`config.mk`:
```
export PLATFORM = sky130hd
export DESIGN_NAME = wb_ram_bank_mux_flat
export DESIGN_NICKNAME = d
export VERILOG_FILES = /design/src/rtl/wb_ram_bank_mux_if.sv /design/src/rtl/wb_ram_bank_mux.sv /design/src/flat_wrapper.sv
export SDC_FILE = /design/constraint.sdc
export NUM_CORES = 1
export LEC_CHECK = 0
export ABC_CLOCK_PERIOD_IN_PS = 2300
export CORE_MARGIN = 1
export CORE_UTILIZATION = 39
export CTS_BUF_LIST = sky130_fd_sc_hd__clkbuf_4 sky130_fd_sc_hd__clkbuf_8
export CTS_CLUSTER_DIAMETER = 100
export DETAILED_ROUTE_END_ITERATION = 16
export HOLD_SLACK_MARGIN = 0.03
export PLACE_DENSITY = 0.86
export SLEW_MARGIN = 20
export SYNTH_ARGS = -nofsm -noshare
export SYNTH_HDL_FRONTEND = slang
export SYNTH_SLANG_ARGS = --single-unit
```
`constraint.sdc`:
```
create_clock -name wb_clk_i -period 2.3 [get_ports wb_clk_i]
set_input_delay 0.23 -clock wb_clk_i [delete_from_list [all_inputs] [get_ports wb_clk_i]]
set_output_delay 0.23 -clock wb_clk_i [all_outputs]
set_load 0.01 [all_outputs]
```
`src/rtl/wb_ram_bank_mux_if.sv`:
```
// Wishbone classic slave port plus the banked-SRAM side of wb_ram_bank_mux.
// Signal names keep the _i/_o suffixes as seen from the mux.
interface wb_ram_bank_mux_if #(
  parameter int NUM_BANKS      = 2,
  parameter int RAM_ADDR_WIDTH = 11
);
  logic [31:0]               wb_addr_i;
  logic [31:0]               wb_wdata_i;
  logic [3:0]                wb_sel_i;
  logic                      wb_we_i;
  logic                      wb_stb_i;
  logic                      wb_cyc_i;
  logic [31:0]               wb_rdata_o;
  logic                      wb_ack_o;
  logic                      wb_err_o;
  logic [RAM_ADDR_WIDTH-1:0] ram_addr_o;
  logic [31:0]               ram_wdata_o;
  logic [3:0]                ram_be_o;
  logic [NUM_BANKS-1:0]      ram_en_o;
  logic [NUM_BANKS-1:0]      ram_we_o;
  logic [NUM_BANKS*32-1:0]   ram_rdata_i;

  modport slave (
    input  wb_addr_i, wb_wdata_i, wb_sel_i, wb_we_i, wb_stb_i, wb_cyc_i, ram_rdata_i,
    output wb_rdata_o, wb_ack_o, wb_err_o,
    output ram_addr_o, ram_wdata_o, ram_be_o, ram_en_o, ram_we_o
  );

  modport master (
    output wb_addr_i, wb_wdata_i, wb_sel_i, wb_we_i, wb_stb_i, wb_cyc_i, ram_rdata_i,
    input  wb_rdata_o, wb_ack_o, wb_err_o,
    input  ram_addr_o, ram_wdata_o, ram_be_o, ram_en_o, ram_we_o
  );
endinterface

```
`src/rtl/wb_ram_bank_mux.sv`:
```
// Wishbone classic slave decoding the bus address onto NUM_BANKS synchronous
// RAM banks; every output is registered, unmapped addresses answer with err.
module wb_ram_bank_mux #(
  parameter int                                  NUM_BANKS      = 2,
  parameter int                                  BANK_SEL_LSB   = 13,
  parameter int                                  BANK_SEL_WIDTH = 7,
  parameter logic [NUM_BANKS*BANK_SEL_WIDTH-1:0] BANK_MASKS     = {7'h19, 7'h18},
  parameter int                                  RAM_ADDR_WIDTH = 11,
  parameter int                                  READ_LATENCY   = 1
) (
  input logic              wb_clk_i,
  input logic              rst_ni,
  wb_ram_bank_mux_if.slave bus
);
  localparam int BANK_IDX_W = (NUM_BANKS > 1) ? $clog2(NUM_BANKS) : 1;
  localparam int CNT_W      = 2;
  localparam logic [CNT_W-1:0] CNT_INIT = CNT_W'(READ_LATENCY - 1);

  typedef enum logic [1:0] {IDLE, WAIT, ACK, ERR} state_e;

  state_e                    state_q, state_d;
  logic [CNT_W-1:0]          cnt_q, cnt_d;
  logic [BANK_IDX_W-1:0]     bank_q, bank_d;
  logic                      abort_q, abort_d;
  logic [31:0]               rdata_q, rdata_d;
  logic                      ack_q, ack_d;
  logic                      err_q, err_d;
  logic [RAM_ADDR_WIDTH-1:0] ram_addr_q, ram_addr_d;
  logic [31:0]               ram_wdata_q, ram_wdata_d;
  logic [3:0]                ram_be_q, ram_be_d;
  logic [NUM_BANKS-1:0]      ram_en_q, ram_en_d;
  logic [NUM_BANKS-1:0]      ram_we_q, ram_we_d;

  logic [BANK_SEL_WIDTH-1:0] sel_field;
  logic                      hit;
  logic [BANK_IDX_W-1:0]     hit_idx;
  logic [31:0]               rd_bank [NUM_BANKS];
  logic                      req;
  logic                      unused_addr;

  assign sel_field   = bus.wb_addr_i[BANK_SEL_LSB +: BANK_SEL_WIDTH];
  assign req         = bus.wb_cyc_i & bus.wb_stb_i;
  assign unused_addr = ^bus.wb_addr_i;

  // Scanning downwards lets the lowest matching bank win.
  always_comb begin
    hit     = 1'b0;
    hit_idx = '0;
    for (int b = NUM_BANKS - 1; b >= 0; b--) begin
      if (sel_field == BANK_MASKS[b*BANK_SEL_WIDTH +: BANK_SEL_WIDTH]) begin
        hit     = 1'b1;
        hit_idx = BANK_IDX_W'(b);
      end
    end
  end

  always_comb begin
    for (int b = 0; b < NUM_BANKS; b++) rd_bank[b] = bus.ram_rdata_i[b*32 +: 32];
  end

  // NOTE: every signal gets a default before the case so no path leaves it
  // unassigned; otherwise synthesis infers a latch.
  always_comb begin
    state_d     = state_q;
    cnt_d       = cnt_q;
    bank_d      = bank_q;
    abort_d     = abort_q;
    rdata_d     = rdata_q;
    ack_d       = 1'b0;
    err_d       = 1'b0;
    ram_addr_d  = ram_addr_q;
    ram_wdata_d = ram_wdata_q;
    ram_be_d    = ram_be_q;
    ram_en_d    = '0;
    ram_we_d    = '0;

    unique case (state_q)
      IDLE: begin
        if (req) begin
          if (hit) begin
            ram_en_d[hit_idx] = 1'b1;
            ram_we_d[hit_idx] = bus.wb_we_i & (|bus.wb_sel_i);
            ram_addr_d        = bus.wb_addr_i[RAM_ADDR_WIDTH+1:2];
            ram_wdata_d       = bus.wb_wdata_i;
            ram_be_d          = bus.wb_sel_i;
            bank_d            = hit_idx;
            abort_d           = 1'b0;
            if (bus.wb_we_i) begin
              state_d = ACK;
            end else begin
              state_d = WAIT;
              cnt_d   = CNT_INIT;
            end
          end else begin
            err_d   = 1'b1;
            state_d = ERR;
          end
        end
      end
      WAIT: begin
        // A dropped cyc only suppresses the response; the RAM access runs on.
        if (cnt_q == '0) begin
          if (abort_q || !bus.wb_cyc_i) begin
            state_d = IDLE;
          end else begin
            rdata_d = rd_bank[bank_q];
            ack_d   = 1'b1;
            state_d = ACK;
          end
        end else begin
          cnt_d = cnt_q - 1'b1;
          if (!bus.wb_cyc_i) abort_d = 1'b1;
        end
      end
      ACK: begin
        // Writes arrive with ack low and raise it here; reads arrive with it high.
        if (!ack_q && bus.wb_cyc_i) ack_d = 1'b1;
        else                        state_d = IDLE;
      end
      ERR:     state_d = IDLE;
      default: state_d = IDLE;
    endcase
  end

  // NOTE: state uses non-blocking assignments so every flop samples the
  // pre-edge values of the others, matching real register behaviour.
  always_ff @(posedge wb_clk_i or negedge rst_ni) begin
    if (!rst_ni) begin
      state_q     <= IDLE;
      cnt_q       <= '0;
      bank_q      <= '0;
      abort_q     <= 1'b0;
      rdata_q     <= '0;
      ack_q       <= 1'b0;
      err_q       <= 1'b0;
      ram_addr_q  <= '0;
      ram_wdata_q <= '0;
      ram_be_q    <= '0;
      ram_en_q    <= '0;
      ram_we_q    <= '0;
    end else begin
      state_q     <= state_d;
      cnt_q       <= cnt_d;
      bank_q      <= bank_d;
      abort_q     <= abort_d;
      rdata_q     <= rdata_d;
      ack_q       <= ack_d;
      err_q       <= err_d;
      ram_addr_q  <= ram_addr_d;
      ram_wdata_q <= ram_wdata_d;
      ram_be_q    <= ram_be_d;
      ram_en_q    <= ram_en_d;
      ram_we_q    <= ram_we_d;
    end
  end

  assign bus.wb_rdata_o  = rdata_q;
  assign bus.wb_ack_o    = ack_q;
  assign bus.wb_err_o    = err_q;
  assign bus.ram_addr_o  = ram_addr_q;
  assign bus.ram_wdata_o = ram_wdata_q;
  assign bus.ram_be_o    = ram_be_q;
  assign bus.ram_en_o    = ram_en_q;
  assign bus.ram_we_o    = ram_we_q;
endmodule

```
`src/flat_wrapper.sv`:
```
// flat-port wrapper written by rule: the top's interface ports become plain ports
module wb_ram_bank_mux_flat 
#(
  parameter int                                  NUM_BANKS      = 2,
  parameter int                                  BANK_SEL_LSB   = 13,
  parameter int                                  BANK_SEL_WIDTH = 7,
  parameter logic [NUM_BANKS*BANK_SEL_WIDTH-1:0] BANK_MASKS     = {7'h19, 7'h18},
  parameter int                                  RAM_ADDR_WIDTH = 11,
  parameter int                                  READ_LATENCY   = 1
)
  (wb_clk_i, rst_ni, bus_wb_addr_i, bus_wb_wdata_i, bus_wb_sel_i, bus_wb_we_i, bus_wb_stb_i, bus_wb_cyc_i, bus_ram_rdata_i, bus_wb_rdata_o, bus_wb_ack_o, bus_wb_err_o, bus_ram_addr_o, bus_ram_wdata_o, bus_ram_be_o, bus_ram_en_o, bus_ram_we_o);
  wb_ram_bank_mux_if #(.NUM_BANKS(NUM_BANKS), .RAM_ADDR_WIDTH(RAM_ADDR_WIDTH)) bus_i ();
  input logic wb_clk_i;
  input logic rst_ni;
  input wire logic [$bits(bus_i.wb_addr_i)-1:0] bus_wb_addr_i;
  input wire logic [$bits(bus_i.wb_wdata_i)-1:0] bus_wb_wdata_i;
  input wire logic [$bits(bus_i.wb_sel_i)-1:0] bus_wb_sel_i;
  input wire logic [$bits(bus_i.wb_we_i)-1:0] bus_wb_we_i;
  input wire logic [$bits(bus_i.wb_stb_i)-1:0] bus_wb_stb_i;
  input wire logic [$bits(bus_i.wb_cyc_i)-1:0] bus_wb_cyc_i;
  input wire logic [$bits(bus_i.ram_rdata_i)-1:0] bus_ram_rdata_i;
  output wire logic [$bits(bus_i.wb_rdata_o)-1:0] bus_wb_rdata_o;
  output wire logic [$bits(bus_i.wb_ack_o)-1:0] bus_wb_ack_o;
  output wire logic [$bits(bus_i.wb_err_o)-1:0] bus_wb_err_o;
  output wire logic [$bits(bus_i.ram_addr_o)-1:0] bus_ram_addr_o;
  output wire logic [$bits(bus_i.ram_wdata_o)-1:0] bus_ram_wdata_o;
  output wire logic [$bits(bus_i.ram_be_o)-1:0] bus_ram_be_o;
  output wire logic [$bits(bus_i.ram_en_o)-1:0] bus_ram_en_o;
  output wire logic [$bits(bus_i.ram_we_o)-1:0] bus_ram_we_o;
  assign bus_i.wb_addr_i = bus_wb_addr_i;
  assign bus_i.wb_wdata_i = bus_wb_wdata_i;
  assign bus_i.wb_sel_i = bus_wb_sel_i;
  assign bus_i.wb_we_i = bus_wb_we_i;
  assign bus_i.wb_stb_i = bus_wb_stb_i;
  assign bus_i.wb_cyc_i = bus_wb_cyc_i;
  assign bus_i.ram_rdata_i = bus_ram_rdata_i;
  assign bus_wb_rdata_o = bus_i.wb_rdata_o;
  assign bus_wb_ack_o = bus_i.wb_ack_o;
  assign bus_wb_err_o = bus_i.wb_err_o;
  assign bus_ram_addr_o = bus_i.ram_addr_o;
  assign bus_ram_wdata_o = bus_i.ram_wdata_o;
  assign bus_ram_be_o = bus_i.ram_be_o;
  assign bus_ram_en_o = bus_i.ram_en_o;
  assign bus_ram_we_o = bus_i.ram_we_o;
  wb_ram_bank_mux #(.NUM_BANKS(NUM_BANKS), .BANK_SEL_LSB(BANK_SEL_LSB), .BANK_SEL_WIDTH(BANK_SEL_WIDTH), .BANK_MASKS(BANK_MASKS), .RAM_ADDR_WIDTH(RAM_ADDR_WIDTH), .READ_LATENCY(READ_LATENCY)) u_core (.wb_clk_i(wb_clk_i), .rst_ni(rst_ni), .bus(bus_i));
endmodule
```
---- Yosys cells after proc, flatten, opt, wreduce, memory -nomap -nowiden ----
Cells that the tools add are included.
Widths: inputs -> output; s select.
operators by class
  $lt $le $gt $ge ......................... 3
  div/mod/pow operators ................... 0
  shift operators ......................... 0
  reductions and logical operators ........ 14
  multiplexer cells ....................... 38
  bitwise operators ....................... 5
  $add $sub $neg .......................... 1
  multiply operators ...................... 0
  eq/ne operators ......................... 12
operators with widths
  kind                 count
  $mux 32              3
  $mux 2               16
  $eq 7x5->1 const B   2
  $mux 1               14
  $reduce_and 5->1     2
  $reduce_and 3->1     3
  $ne 2x2->1 const B   4
  $pmux 2 s4           1
  $ne 2x1->1 const B   3
  $eq 2x2->1 const B   2
  $logic_not 2->1      2
  $pmux 1 s2           2
  $pmux 2 s2           1
  $reduce_or 4->1      1
  $and 1x1->1          2
  $and 2x2->2          1
  $eq 2x1->1 const B   1
  $ge 2x2->1 const B   1
  $logic_and 1x1->1    2
  $logic_not 1->1      2
  $lt 1x2->1 const B   1
  $not 1->2            1
  $reduce_bool 2->1    1
  $sub 2x1->2 const B  1
  other kinds (4)      4
word-level totals
  memories kept ........................... 0
  bits in latches ......................... 0
  register bits after elaboration ......... 91
  memory bits (writable) .................. 0
  logic and storage cells ................. 85
  ROM bits ................................ 0
  output and inout bits ................... 85
  input bits .............................. 137

---- Depth between registers and ports, before layout ----
  depth after elaboration ................. 11
  gate-level depth with buffers ........... 8
  depth with buffers taken out ............ 6

---- Worst setup path after synthesis ----
OpenSTA, ideal clock, no wires.
  path type ............................... input to register
  start point ............................. input bus_wb_addr_i[14]
  end point ............................... register u_core.ram_addr_q[0], in the netlist u_core.bus.ram_addr_o[0]
  slack ................................... 0.545 ns
  stages .................................. 4
  buffers on the path ..................... 1
  arrival ................................. 1.630 ns
  required time ........................... 2.175 ns
  library setup time ...................... 0.125 ns
  cell sequence ........................... or4b_4 > nor3_4 > buf_6 > mux2_2
on the way
  longest elaborated chain between the ends .. 4
  elaborated cells on any way between the ends .. 5
  classes of those cells .................. eq/ne: 2; mux: 2; reduce/logical: 1
ends and longest elaborated chain
  element                                RTL line                RTL
  from (decl)                            flat_wrapper.sv:15      input wire logic [$bits(bus_i.wb_addr_i)-1:0] bus_wb_addr_i;
  $eq 7x5->1                             wb_ram_bank_mux.sv:50   if (sel_field == BANK_MASKS[b*BANK_SEL_WIDTH +: BANK_SEL_WIDTH]) begin
  $mux 1                                 wb_ram_bank_mux.sv:50
  $mux 1 (*)                             wb_ram_bank_mux.sv:50
  $reduce_and 3->1 (no source line) (*)  -
  to (signal assigned)                   wb_ram_bank_mux.sv:149  ram_addr_q <= ram_addr_d;
  to (decl)                              wb_ram_bank_mux.sv:28   logic [RAM_ADDR_WIDTH-1:0] ram_addr_q, ram_addr_d;
Mark *: on every way between the ends. The rest lies on a longest branch, timed or not.
A chain may end at the register's enable or synchronous reset.

---- Worst setup path after layout ----
  start point ............................. register u_core.state_q[0]
  end point ............................... register u_core.ram_wdata_q[1], in the netlist u_core.bus.ram_wdata_o[1]
on the way
  longest elaborated chain between the ends .. 2
ends and longest elaborated chain
  element                            RTL line                RTL
  from (decl)                        wb_ram_bank_mux.sv:21   state_e state_q, state_d;
  from (signal assigned)             wb_ram_bank_mux.sv:142  state_q <= state_d;
  $logic_not 2->1                    wb_ram_bank_mux.sv:77   unique case (state_q)
  $reduce_and 3->1 (no source line)  -
  to (signal assigned)               wb_ram_bank_mux.sv:150  ram_wdata_q <= ram_wdata_d;
  to (decl)                          wb_ram_bank_mux.sv:29   logic [31:0] ram_wdata_q, ram_wdata_d;
Every way passes these cells.

==> impl_metrics.tcl <==
set metrics [dict create \
    outcome "finished, final reports clean" \
    synth_compound_area_frac 0.0643 \
    synth_top_area_frac 0.594 \
    synthCells 299 \
    synthSimpleGateAreaFrac 0.0626 \
    switching_power_w 0.00107 \
    port_buffers 207 \
    cp_max_fo 42 \
    coreArea_sq_um 9370 \
    cts_buffers 9 \
    synth_area_leader_cell "dfrtp_1" \
    wl_per_cell_um 14.7 \
    fillers 750 \
    critical_path.top_delay_family "simple AND/OR/NAND/NOR gates" \
    yosys.cell_types.count 27 \
    cts.clk_slew.worst_paths_ns 0.09 \
    cp.buffers_inverters 2 \
    vias_per_cell 4.71 \
    cts_tree "yes" \
    top_level_ports 222 \
    min_period_ns 1.96 \
    crit_slowest_cell "dfrtp_1" \
    synth_edf_count 0 \
    path_cells "inv_1 -> ha_1 -> nand3_1 -> nor3_4 -> buf_12 -> mux2_2" \
    gp_congestion 0.774 \
    relSlewSlack 0.600 \
    path_class "flop to flop" \
    cts_resized 0 \
    seq_area_frac_synth 0.594 \
    postCtsSetupBuffers 0 \
    hold_slack_ns 0.412 \
    synth-xor-area-share 0 \
    dr.pass1.iters 4 \
    cts-root-buf "clkbuf_8" \
    regToRegSetupSlack_ns 0.34 \
    worstSetupEndpointType "flop" \
    h-tree-depth 3 \
    grt_pass1_wl_um 14700 \
    grt_setup_unrepaired "no" \
    switching_share 0.264 \
    pwr-share-clk 0.290 \
    reg2regPathDepth 6 \
    power.leakage_nw 2.99 \
    clk_path_buf_depth 2 \
    r2r_end "u_core.bus.ram_wdata_o[1]" \
    dpl_cell_area_sq_um 6060 \
    layout.nets 652 \
    ys_top_cells_by_area "dfrtp_1 59%, mux2_2 13%, mux2i_1 8.6%" \
    drt_wl_total_um 9450 \
    yosysMostFrequentCell "dfrtp_1" \
    timing.final.hold_violations 0 \
    finalPower_w 0.00406 \
    tightest_slew_ns 0.600 \
    synth_ff_type "dfrtp_1" \
    syn-mean-instance-area_sq_um 12.8 \
    grt_pass1_vias 3049 \
    initial_core_util 0.409 \
    drc 0 \
    cts_hold_buf 1 \
    dieHeight_um 101 \
    grt_usage 0.189 \
    synth_top_family_by_area "multiplexers" \
    min_period_over_period 0.854 \
    cp_slowest_stage_delay_ns 0.41 \
    crit_start "u_core.state_q[0]" \
    grt_max_degree 49 \
    arrival_ns 2.20 \
    worst-path-stages 6 \
    gr-total-overflow 0 \
    antenna_cells 0 \
    dp_hpwl_um 7350 \
    yosysWarnings 0 \
    via_count 3032 \
    cap_violations 0 \
    required_ns 2.54 \
    die_area_sq_um 10200 \
    vdd_ir_drop_max_mv 0.320 \
    worst_skew_pair.late_latency_ns 0.35 \
    drive_above_1_share 0.144 \
    syn2layout_area_growth_pct 63.8 \
    drtIter0Drc 42 \
    timing.rr.start "u_core.state_q[0]" \
    place_ws_ns 0.00722 \
    synth_common_cells "91 x dfrtp_1, 45 x mux2_2, 36 x o21ai_0, 35 x nand2_1, 33 x mux2i_1" \
    synth_nets 441 \
    power_density_nw_per_um2 646 \
    p_seq_frac 0.448 \
    die_w_um 101 \
    rows 35 \
    synth-seq-cells 91 \
    synth-adder-area-share 0.0163 \
    clock_sinks 91 \
    skew_ns 0.00842 \
    synthArstFlopShare 1.00 \
    setup_tns_ns 0 \
    min_path_type "input pin to async pin" \
    final_antenna_net_count 0 \
    fmax_mhz 509 \
    pwr-share-comb 0.262 \
    synth_area_sq_um 3840 \
    crit_end "u_core.bus.ram_wdata_o[1]" \
    final_area_sq_um 6280 \
    final.setup.worst_slack_ns 0.336 \
    antenna_found_initial 0 \
    internal_power_w 0.00299 \
    drv_slew 0 \
    cp-start-kind "flop" \
    muxShareOfSynthArea 0.230 \
    finalSetupViolCount 0 \
]
[cell type report]
type	count	area, sq um	area share
multi-input combinational	184	1430	0.228
tap	129	161	0.0257
sequential	91	2280	0.363
timing repair buffer	216	2160	0.344
clock buffer	9	124	0.0197
clock inverter	7	92.6	0.0147
inverter	8	30.0	0.00478
[per-layer routing]
metal	track usage	vias to the layer above	part of all wire
met5	0	-	0
met2	0.343	139	0.51
li1	-	1455	-
met1	0.210	1425	0.39
met4	0.0780	0	0.017
met3	0.0490	13	0.086
[layout by cell type, fill, tap and decap left out, types with 3 or more instances in the layout]
cell type	n
clkbuf_8	9
a21boi_0	3
mux2_1	4
inv_1	8
mux2_2	45
nand2_1	34
o21ai_0	36
ha_1	5
clkinv_2	3
dfrtp_1	90
buf_4	7
nor2_1	6
mux2i_1	33
clkdlybuf4s50_1	206
[registers in the layout, indices dropped and copies added (netlist names)]
| register | cells |
|---|---|
| u_core.bus.wb_err_o | 1 |
| u_core.cnt_q | 2 |
| u_core.bus.ram_wdata_o | 32 |
| u_core.bus.ram_addr_o | 11 |
| u_core.bank_q | 1 |
| u_core.state_q | 2 |
| u_core.bus.ram_en_o | 2 |
| u_core.bus.ram_we_o | 2 |
| u_core.bus.wb_ack_o | 1 |
| u_core.bus.ram_be_o | 4 |
| u_core.bus.wb_rdata_o | 32 |
| u_core.abort_q | 1 |
[cells by family (layout without fill, tap and decap cells)]
family          count (synthesis)  after routing
compound gates                 45             45
mux                            82             82
flops                          91             91
simple gates                   52             52
fa+ha+maj                       5              5
buf+inv                        24            240
[worst min path at each step]
stage / endpoint / start / slack (ns)
floorplan: u_core.abort_q / rst_ni / -0.07
global placement: u_core.bus.ram_addr_o[9] / rst_ni / 0.27
detailed placement: u_core.bus.ram_wdata_o[16] / rst_ni / 0.28
CTS: u_core.bus.ram_wdata_o[16] / rst_ni / 0.43
global route: u_core.bus.ram_wdata_o[21] / bus_wb_wdata_i[21] / 0.47
finish: u_core.bus.ram_wdata_o[16] / rst_ni / 0.41
[stage by stage]
stage                      util  cells
final                     0.671    644
after CTS                 0.671    644
after detailed placement  0.646    627
after floorplan               -    299
after global placement    0.646    627
after global routing      0.671    644
[worst reg2reg max path, delay by kind of cell, from the launching register on]
family	cells	cell delay, ns
buffers and inverters	2	0.38
multiplexers	1	0.39
AND/OR/NAND/NOR	2	0.41
flip-flops	1	0.41
adder cells (fa/ha/maj)	1	0.25
[power by group through the flow]
stage	Sequential (W)	Combinational (W)	Clock [W]
after CTS	0.00182	0.00108	0.00120
after floorplan	0.00190	0.000439	0
after global placement	0.00184	0.00104	0
final	0.00182	0.00106	0.00118
after detailed placement	0.00186	0.00107	0
after global routing	0.00184	0.00116	0.00128
Power figures use the tool's default switching activity.
